==> src/rtl/io_uart_tx_if.sv <==
// io_uart_tx_if
// CPU-side register bus for the UART transmitter. The hub drives the
// master side; the peripheral is the slave side.
//   addr    : register offset from the hub (only [3:2] are decoded)
//   datain  : CPU store data
//   we      : hub-qualified write strobe, one cycle per store
//   dataout : combinational read data for the current addr
interface io_uart_tx_if;
    logic [7:0]  addr;
    logic [31:0] datain;
    logic        we;
    logic [31:0] dataout;

    modport master (
        output addr,
        output datain,
        output we,
        input  dataout
    );

    modport slave (
        input  addr,
        input  datain,
        input  we,
        output dataout
    );
endinterface

==> src/rtl/io_uart_tx.sv <==
// io_uart_tx
// Memory-mapped 8N1 UART transmitter. CPU stores to TXDATA are queued in a
// small FIFO and shifted out LSB first at a programmable bit period.
//
// Ports
//   clk    : system clock, all state on the rising edge
//   reset  : synchronous, active-high reset
//   bus    : register bus (slave side), see io_uart_tx_if
//   tx     : serial output, idle high
//
// Register map (addr[3:2])
//   0 TXDATA : write pushes datain[7:0]; reads 0
//   1 STATUS : {count[15:8], overflow[3], busy[2], empty[1], full[0]};
//              write with datain[3]=1 clears overflow
//   2 DIV    : bit period in clk cycles, [15:0]; a written 0 is stored as 1
//   3        : reads 0, writes ignored
//
// state | meaning
// ------+---------------------------------------------------------------
// IDLE  | tx high, waiting for a byte in the FIFO
// START | tx low for one bit period
// DATA  | eight data bits, LSB first, one bit period each
// STOP  | tx high for one bit period, then chain straight into the next byte
module io_uart_tx #(
    parameter int FIFO_DEPTH  = 8,
    parameter int DEFAULT_DIV = 434
) (
    input  logic         clk,
    input  logic         reset,
    io_uart_tx_if.slave  bus,
    output logic         tx
);

    localparam int              AW        = $clog2(FIFO_DEPTH);
    localparam int              CW        = AW + 1;
    localparam logic [15:0]     RESET_DIV = 16'(DEFAULT_DIV);
    localparam logic [CW-1:0]   DEPTH_C   = CW'(FIFO_DEPTH);

    typedef enum logic [1:0] {
        S_IDLE  = 2'd0,
        S_START = 2'd1,
        S_DATA  = 2'd2,
        S_STOP  = 2'd3
    } state_t;

    // ------------------------------------------------------------------
    // Register decode
    // ------------------------------------------------------------------
    logic [1:0] reg_sel;
    logic       wr_txdata;
    logic       wr_status;
    logic       wr_div;

    assign reg_sel   = bus.addr[3:2];
    assign wr_txdata = bus.we && (reg_sel == 2'd0);
    assign wr_status = bus.we && (reg_sel == 2'd1);
    assign wr_div    = bus.we && (reg_sel == 2'd2);

    // Bus bits that carry no meaning for this block.
    logic unused_bus_bits;
    assign unused_bus_bits = ^{bus.addr[7:4], bus.addr[1:0], bus.datain[31:16]};

    // ------------------------------------------------------------------
    // TX FIFO
    // ------------------------------------------------------------------
    logic [7:0]    fifo_mem [FIFO_DEPTH];
    logic [AW-1:0] wr_ptr;
    logic [AW-1:0] rd_ptr;
    logic [CW-1:0] count;
    logic          full;
    logic          empty;
    logic          push;
    logic          pop;

    assign full  = (count == DEPTH_C);
    assign empty = (count == '0);
    // Full is judged on the pre-edge count, so a push that meets a full
    // FIFO is dropped even if the FSM pops on the same edge.
    assign push  = wr_txdata && !full;

    always_ff @(posedge clk) begin
        if (push) begin
            fifo_mem[wr_ptr] <= bus.datain[7:0];
        end
    end

    // Pointers wrap naturally because the depth is a power of two.
    always_ff @(posedge clk) begin
        if (reset) begin
            wr_ptr <= '0;
            rd_ptr <= '0;
            count  <= '0;
        end else begin
            if (push) begin
                wr_ptr <= wr_ptr + 1'b1;
            end
            if (pop) begin
                rd_ptr <= rd_ptr + 1'b1;
            end
            case ({push, pop})
                2'b10:   count <= count + 1'b1;
                2'b01:   count <= count - 1'b1;
                default: count <= count;
            endcase
        end
    end

    // ------------------------------------------------------------------
    // Control registers
    // ------------------------------------------------------------------
    logic [15:0] div_reg;
    logic        overflow;

    always_ff @(posedge clk) begin
        if (reset) begin
            div_reg  <= RESET_DIV;
            overflow <= 1'b0;
        end else begin
            if (wr_div) begin
                div_reg <= (bus.datain[15:0] == 16'd0) ? 16'd1 : bus.datain[15:0];
            end
            if (wr_txdata && full) begin
                overflow <= 1'b1;
            end else if (wr_status && bus.datain[3]) begin
                overflow <= 1'b0;
            end
        end
    end

    // ------------------------------------------------------------------
    // Serialiser FSM
    // ------------------------------------------------------------------
    state_t      state;
    state_t      state_nxt;
    logic [15:0] timer;
    logic [15:0] frame_div;
    logic [7:0]  shift;
    logic [2:0]  bit_cnt;
    logic        timer_done;
    logic        busy;

    assign timer_done = (timer == 16'd0);

    always_ff @(posedge clk) begin
        if (reset) begin
            state <= S_IDLE;
        end else begin
            state <= state_nxt;
        end
    end

    always_comb begin
        state_nxt = state;
        case (state)
            S_IDLE: begin
                if (!empty) begin
                    state_nxt = S_START;
                end
            end
            S_START: begin
                if (timer_done) begin
                    state_nxt = S_DATA;
                end
            end
            S_DATA: begin
                if (timer_done && (bit_cnt == 3'd7)) begin
                    state_nxt = S_STOP;
                end
            end
            S_STOP: begin
                if (timer_done) begin
                    state_nxt = empty ? S_IDLE : S_START;
                end
            end
            default: state_nxt = S_IDLE;
        endcase
    end

    always_comb begin
        tx   = 1'b1;
        pop  = 1'b0;
        busy = 1'b1;
        case (state)
            S_IDLE: begin
                busy = 1'b0;
                pop  = !empty;
            end
            S_START: tx = 1'b0;
            S_DATA:  tx = shift[0];
            S_STOP:  pop = timer_done && !empty;
            default: busy = 1'b0;
        endcase
    end

    // The divisor is latched per frame so DIV writes never disturb a frame
    // already on the wire.
    always_ff @(posedge clk) begin
        if (reset) begin
            timer     <= 16'd0;
            frame_div <= RESET_DIV;
            shift     <= 8'd0;
            bit_cnt   <= 3'd0;
        end else if (pop) begin
            shift     <= fifo_mem[rd_ptr];
            frame_div <= div_reg;
            timer     <= div_reg - 16'd1;
            bit_cnt   <= 3'd0;
        end else if (state != S_IDLE) begin
            if (timer_done) begin
                timer <= frame_div - 16'd1;
                if (state == S_DATA) begin
                    shift   <= {1'b0, shift[7:1]};
                    bit_cnt <= bit_cnt + 3'd1;
                end
            end else begin
                timer <= timer - 16'd1;
            end
        end
    end

    // ------------------------------------------------------------------
    // Read mux
    // ------------------------------------------------------------------
    always_comb begin
        bus.dataout = 32'd0;
        case (reg_sel)
            2'd1: begin
                bus.dataout[0]    = full;
                bus.dataout[1]    = empty;
                bus.dataout[2]    = busy;
                bus.dataout[3]    = overflow;
                bus.dataout[15:8] = {{(8 - CW){1'b0}}, count};
            end
            2'd2:    bus.dataout[15:0] = div_reg;
            default: bus.dataout = 32'd0;
        endcase
    end

endmodule

==> src/flat_wrapper.sv <==
// flat-port wrapper written by rule: the top's interface ports become plain ports
module io_uart_tx_flat 
#(
    parameter int FIFO_DEPTH  = 8,
    parameter int DEFAULT_DIV = 434
)
  (clk, reset, tx, bus_addr, bus_datain, bus_we, bus_dataout);
  io_uart_tx_if bus_i ();
  input  logic clk;
  input  logic reset;
  output logic tx;
  input wire logic [$bits(bus_i.addr)-1:0] bus_addr;
  input wire logic [$bits(bus_i.datain)-1:0] bus_datain;
  input wire logic [$bits(bus_i.we)-1:0] bus_we;
  output wire logic [$bits(bus_i.dataout)-1:0] bus_dataout;
  assign bus_i.addr = bus_addr;
  assign bus_i.datain = bus_datain;
  assign bus_i.we = bus_we;
  assign bus_dataout = bus_i.dataout;
  io_uart_tx #(.FIFO_DEPTH(FIFO_DEPTH), .DEFAULT_DIV(DEFAULT_DIV)) u_core (.clk(clk), .reset(reset), .bus(bus_i), .tx(tx));
endmodule
==> config.mk <==
export PLATFORM = sky130hd
export DESIGN_NAME = io_uart_tx_flat
export DESIGN_NICKNAME = d
export VERILOG_FILES = /design/src/rtl/io_uart_tx_if.sv /design/src/rtl/io_uart_tx.sv /design/src/flat_wrapper.sv
export SDC_FILE = /design/constraint.sdc
export NUM_CORES = 1
export LEC_CHECK = 0
export CAP_MARGIN = 25
export CORE_MARGIN = 3
export CORE_UTILIZATION = 56
export CTS_CLUSTER_DIAMETER = 200
export DETAILED_ROUTE_END_ITERATION = 6
export GPL_ROUTABILITY_DRIVEN = 0
export PLACE_DENSITY = 0.91
export SYNTH_ARGS = -nofsm -noshare
export SYNTH_HDL_FRONTEND = slang
export SYNTH_SLANG_ARGS = --single-unit
==> constraint.sdc <==
create_clock -name clk -period 4.4 [get_ports clk]
set_clock_uncertainty 0.15 [all_clocks]
set_input_delay 0.66 -clock clk [delete_from_list [all_inputs] [get_ports clk]]
set_output_delay 0.66 -clock clk [all_outputs]
set_load 0.02 [all_outputs]
# After elaboration in Yosys (flattened, before gate mapping)
# Memory sizes are Yosys's and may differ from the RTL's. A register that Yosys moved wholly into a read port is not among the register bits.
# Cells that the tools add are included.
# classes
n_addsub	8
eq_ne	13
n_mux	27
n_reduce_logical	25
# op_table
operator	n
$mux W16	4
$sub A16 B1 Y16 const B	3
$logic_not A16 Y1	2
$mux W8	4
$pmux W4 S2	2
$pmux W8 S2	1
$reduce_bool A2 Y1	6
$add A3 B1 Y3 const B	3
$eq A2 B2 Y1 const B	4
$logic_and A1 B1 Y1	8
$mux W2	4
$pmux W2 S4	1
$eq A2 B1 Y1 const B	3
$mux W1	6
$mux W3	2
$ne A2 B1 Y1 const B	3
$reduce_and A3 Y1	2
$add A4 B1 Y4 const B	1
$eq A4 B4 Y1 const B	1
$logic_not A2 Y1	2
$logic_not A4 Y1	1
$mux W4	1
$pmux W1 S2	2
$reduce_and A4 Y1	1
other kinds (5)	6
# totals
ff_bits	72
ram_bits	64
inputBits	43
output_inout_bits	33
elab_cells	84
mem_count	1
# memory_table
name	depth	word_bits	read_ports	rd_ports_with_merged_regs	write_ports	line	rtl
u_core.fifo_mem	8	8	1	1	1	io_uart_tx.sv:66	logic [7:0] fifo_mem [FIFO_DEPTH];

# Longest topological paths before layout
# depth
word_depth	6
ltp_mapped	16
mapped_depth_nobuf	13

# Worst setup path before layout
# Ideal clock, no wire load.
# synth_path
path_type	flip-flop to flip-flop
startpoint	register u_core.state[0]
endpoint	register u_core.timer[12]
setup_time_ns	0.116
arrival_ns	3.535
required_time_ns	4.134
slack_ns	0.599
path_stages_with_launch	17
n_path_buf	3
synth_period_minus_slack_ns	3.801
cell_sequence	dfxtp_1 > inv_1 > ha_1 > clkbuf_1 > nand2b_1 > nor2_1 > a21oi_4 > inv_4 > clkbuf_1 > clkbuf_1 > nor2_1 > nor2_1 > ha_1 > o31a_1 > nand3_2 > or4_1 > and3_1
# synth_via
elab_chain_len	3
elab_cells_between_ends	6
cone_classes	eq/ne: 1; mux: 2; reduce/logical: 3
# synth_rtl
element	line	rtl
from (decl)	io_uart_tx.sv:133	state_t state;
from (signal assigned)	io_uart_tx.sv:148	state <= state_nxt;
$eq A2 B2 Y1 / $logic_not A2 Y1 (equally long branches)	io_uart_tx.sv:183	case (state)
$pmux W1 S2 (*)	io_uart_tx.sv:183	
via u_core.pop	io_uart_tx.sv:73	logic pop;
$mux W16 / $reduce_bool A2 Y1 (equally long branches)	-	
to (signal assigned)	io_uart_tx.sv:206	timer <= div_reg - 16'd1;
to (signal assigned)	io_uart_tx.sv:210	timer <= frame_div - 16'd1;
to (signal assigned)	io_uart_tx.sv:216	timer <= timer - 16'd1;
to (decl)	io_uart_tx.sv:135	logic [15:0] timer;
# Mark *: on every way through the listed nets, which the timed path passes. The rest lies on a longest branch.
# A chain may end at the register's enable or synchronous reset.

# Final worst setup path
# layout_path
startpoint	register u_core.state[0]
endpoint	register u_core.count[3]
# layout_via
elab_chain_len	4
elab_cells_between_ends	7
cone_classes	eq/ne: 3; mux: 2; reduce/logical: 2
# layout_rtl
element	line	rtl
$eq A2 B2 Y1 / $logic_not A2 Y1 (equally long branches)	io_uart_tx.sv:183	
$pmux W1 S2 (*)	io_uart_tx.sv:183	
$eq A2 B1 Y1 / $eq A2 B2 Y1 (equally long branches)	io_uart_tx.sv:100	case ({push, pop})
$pmux W4 S2 / $reduce_bool A2 Y1 (equally long branches)	-	
to (signal assigned)	io_uart_tx.sv:101	2'b10: count <= count + 1'b1;
to (signal assigned)	io_uart_tx.sv:102	2'b01: count <= count - 1'b1;
to (signal assigned)	io_uart_tx.sv:103	default: count <= count;
to (decl)	io_uart_tx.sv:69	logic [CW-1:0] count;
# Every way passes the cells marked *; elsewhere a longest branch is shown, timed or not.

==> flow_summary.json <==
{
  "floorplan.initialDensity_pct": 58.81,
  "postSynthAreaPerCell_sq_um": 10.81,
  "die_x_um": 114.3,
  "setup-tns-final_ps": 0,
  "cp_cell_sequence": "inv_1 -> ha_1 -> nand2b_1 -> nor2_1 -> a21oi_4 -> inv_4 -> buf_4 -> ha_1 -> ha_1 -> a21o_1 -> a21oi_1 -> xnor2_1 -> or3_1 -> a21oi_1",
  "slowest_delay_ps": 470,
  "cts_buffer_count": 17,
  "numPortBuffers": 37,
  "route.met3.wl_um": 1346,
  "grt_setup_unrepaired": "no",
  "ir_drop_uv": 493.3,
  "final.period_utilization_pct": 91.66,
  "crit_path_max_fanout": 20,
  "filler_cell_count": 681,
  "crit_arrival_ps": 4240,
  "cts_setup_buffers": 0,
  "grt_start_max_net_pins": 45,
  "synth_edf_count": 64,
  "worstMarginPinSlew_ps": 883.5,
  "grt_pass1_vias": 5019,
  "clk_pin_slew_worst_paths_ps": 60,
  "fraction_of_synthesized_cell_area_in_xor_and_xnor_cells_pct": 1.999,
  "cts_max_level": 4,
  "crit_family": "simple AND/OR/NAND/NOR gates",
  "endpoint_kind": "register",
  "largest_reg_flops": 64,
  "top_layer_used": "met4",
  "timing.critical_path.from_type": "register",
  "hold_path_class": "register to register",
  "fp.coreArea_sq_mm": 0.01117,
  "synth-async-reset-ratio_pct": 0,
  "clk_sinks": 139,
  "fmaxAchievable_mhz": 248.0,
  "power.static_leakage_nw": 2.697,
  "ys_dominant_reg_cell": "dfxtp_1",
  "cts_hold_repair.buffers": 0,
  "postSynthRegisterBits": 139,
  "outcome": "finished clean",
  "dp.final_hpwl_um": 10090,
  "ios": 76,
  "netlist-cell-type-count": 59,
  "drive_gt1_share_pct": 10.31,
  "clock-root-buffer": "clkbuf_16",
  "number_of_buffer_and_inverter_instances_along_the_worst_setup_path": 3,
  "finish.net_count": 698,
  "antennaDiodeCount": 0,
  "die_y_um": 114.3,
  "synth_simple_gate_area_share_pct": 16.58,
  "full_die_area_sq_mm": 0.01307,
  "cts_resizes": 0,
  "max_cap_viol_count": 0,
  "place_worst_setup_slack_ps": 634.4,
  "finalHoldViolCount": 0,
  "synth_top_family_by_area": "simple AND/OR/NAND/NOR gates",
  "drt.antenna.violating_nets": 0,
  "slew_headroom_pct": 40.96,
  "critical-path-top-cell-by-count": "ha_1",
  "synth.yosys.seq_area_share_pct": 52.09,
  "syn_area_sq_mm": 0.006571,
  "synth_adder_area_share_pct": 3.542,
  "p_per_area_mw_per_mm2": 692.0,
  "cts_tree": "yes",
  "detail_route.first_pass.iterations": 5,
  "first_pass_grt_wire_length_um": 26060,
  "layout_commonest_cell": "nand2_1",
  "latest_clock_arrival_within_the_worst_skew_pair_ps": 430,
  "clock_path_buffers": 2,
  "synth_compound_gate_area_share_pct": 12.13,
  "holdWs_ps": 309.4,
  "via_count": 4997,
  "met1Wirelength_um": 6279,
  "post_synth_inst_count": 608,
  "grt.overflow.total": 0,
  "detail_route.drc_violations": 0,
  "cp_data_required_time_ps": 4600,
  "timing_max_transition_violations_final": 0,
  "met2_length_um": 7606,
  "synthMuxAreaShare_pct": 8.987,
  "most-common-layout-cells": "nand2_1, dfxtp_1, edfxtp_1, nor2_1, a21oi_1",
  "post-route-worst-setup-slack_ps": 367.0,
  "grt_antenna_before_repair": 0,
  "critical-path-slowest-cell": "nor2_1",
  "final_setup_violation_count": 0,
  "yosys_warnings": 0,
  "std_cell_rows": 38,
  "largest-register": "u_core.fifo_mem",
  "layout_min_cycle_time_ps": 4033,
  "drt_wl_total_um": 15980,
  "groute.usage.overall_pct": 26.08,
  "wl_per_cell_um": 20.23,
  "post_drt_via_cell_ratio": 6.325,
  "critical_path_class": "register to register",
  "synthToLayoutAreaGrowth_pct": 14.58,
  "drt_first_iter_violations": 424,
  "post-route-util_pct": 67.39
}
[worst min-delay path: stages, from the launching register on]
cell and delay, ps:
dfxtp_1 310, nand2_1 50, a21oi_1 50
[layer usage]
layer | global-route usage, % | up-vias
li1 | - | 2244
met1 | 32.94 | 2394
met2 | 40.32 | 295
met3 | 7.717 | 64
met4 | 14.41 | 0
met5 | 0 | -
[final cells by class]
cell class | count | area [sq um] | area share [%]
repair buffers | 44 | 425.4 | 5.650
multi-input cells | 423 | 2902 | 38.53
well taps | 140 | 175.2 | 2.326
flip-flops and latches | 139 | 3423 | 45.46
clock inverters | 14 | 127.6 | 1.695
inverters | 12 | 47.55 | 0.6314
clock buffers | 18 | 429.2 | 5.700
[report_power, final]
| group | internal [W] | total, W | switching [W] | leakage, nW |
|---|---|---|---|---|
| clock network | 0.000745 | 0.00135 | 0.000603 | 0.269 |
| logic | 0.000843 | 0.00222 | 0.00137 | 1.24 |
| registers | 0.00149 | 0.00165 | 0.000161 | 1.19 |
| total | 0.00307 | 0.00521 | 0.00214 | 2.70 |
[per-stage QoR]
stage	std cells	area [sq um]	power [W]
5_1_grt	790	7530	0.005508
4_1_cts	790	7530	0.005171
6_report	790	7530	0.005211
3_3_place_gp	757	6958	0.003662
3_5_place_dp	758	6973	0.003793
2_1_floorplan	623	6628	0.003316
[cells by family after synthesis]
logic type | after synthesis
AOI/OAI and AO/OA | 116
xor gates and xnor gates | 15
adders and majority gates | 18
buffers and inverters | 61
DFF | 139
muxes | 37
other | 1
and+or+nand+nor | 221
[worst paths after layout]
check,from,end,slack [ps],cells after the start
setup reg to reg,u_core.state[0]$_SDFFE_PP0P_,u_core.count[3]$_SDFFE_PP0P_,370,14
hold reg to reg,u_core.frame_div[11]$_SDFFE_PP0P_,u_core.frame_div[11]$_SDFFE_PP0P_,310,2
hold / removal,u_core.frame_div[11]$_SDFFE_PP0P_,u_core.frame_div[11]$_SDFFE_PP0P_,310,2
setup / recovery,u_core.state[0]$_SDFFE_PP0P_,u_core.count[3]$_SDFFE_PP0P_,370,14
[cells in the mapped netlist (all sizes together) (2+ instances only)]
library cell	instances	area share (%)
a21o	6	0.69
xor2	6	0.80
o41ai	2	0.55
o21bai	5	0.57
ha	17	3.2
o21ai	10	0.76
edfxtp	64	29
clkbuf	27	1.5
nand2b	3	0.29
xnor2	9	1.2
mux2	3	0.51
nor2b	15	1.4
buf	22	2.3
inv	12	0.72
nor4b	2	0.27
nand4	5	0.48
mux4	16	5.5
or4	2	0.23
a211o	3	0.40
mux2i	18	3.0
o32ai	2	0.27
o21a	3	0.34
a21oi	39	3.1
nor3	17	1.3
or3	7	0.67
a211oi	28	3.2
nor2	47	2.7
and3	3	0.29
a311oi	2	0.27
nand3b	11	1.3
and2	10	0.95
nor4	10	1.2
dfxtp	75	23
nand3	5	0.46
nand2	80	4.6
a22oi	10	1.1
(Power assumes the default switching activity.)
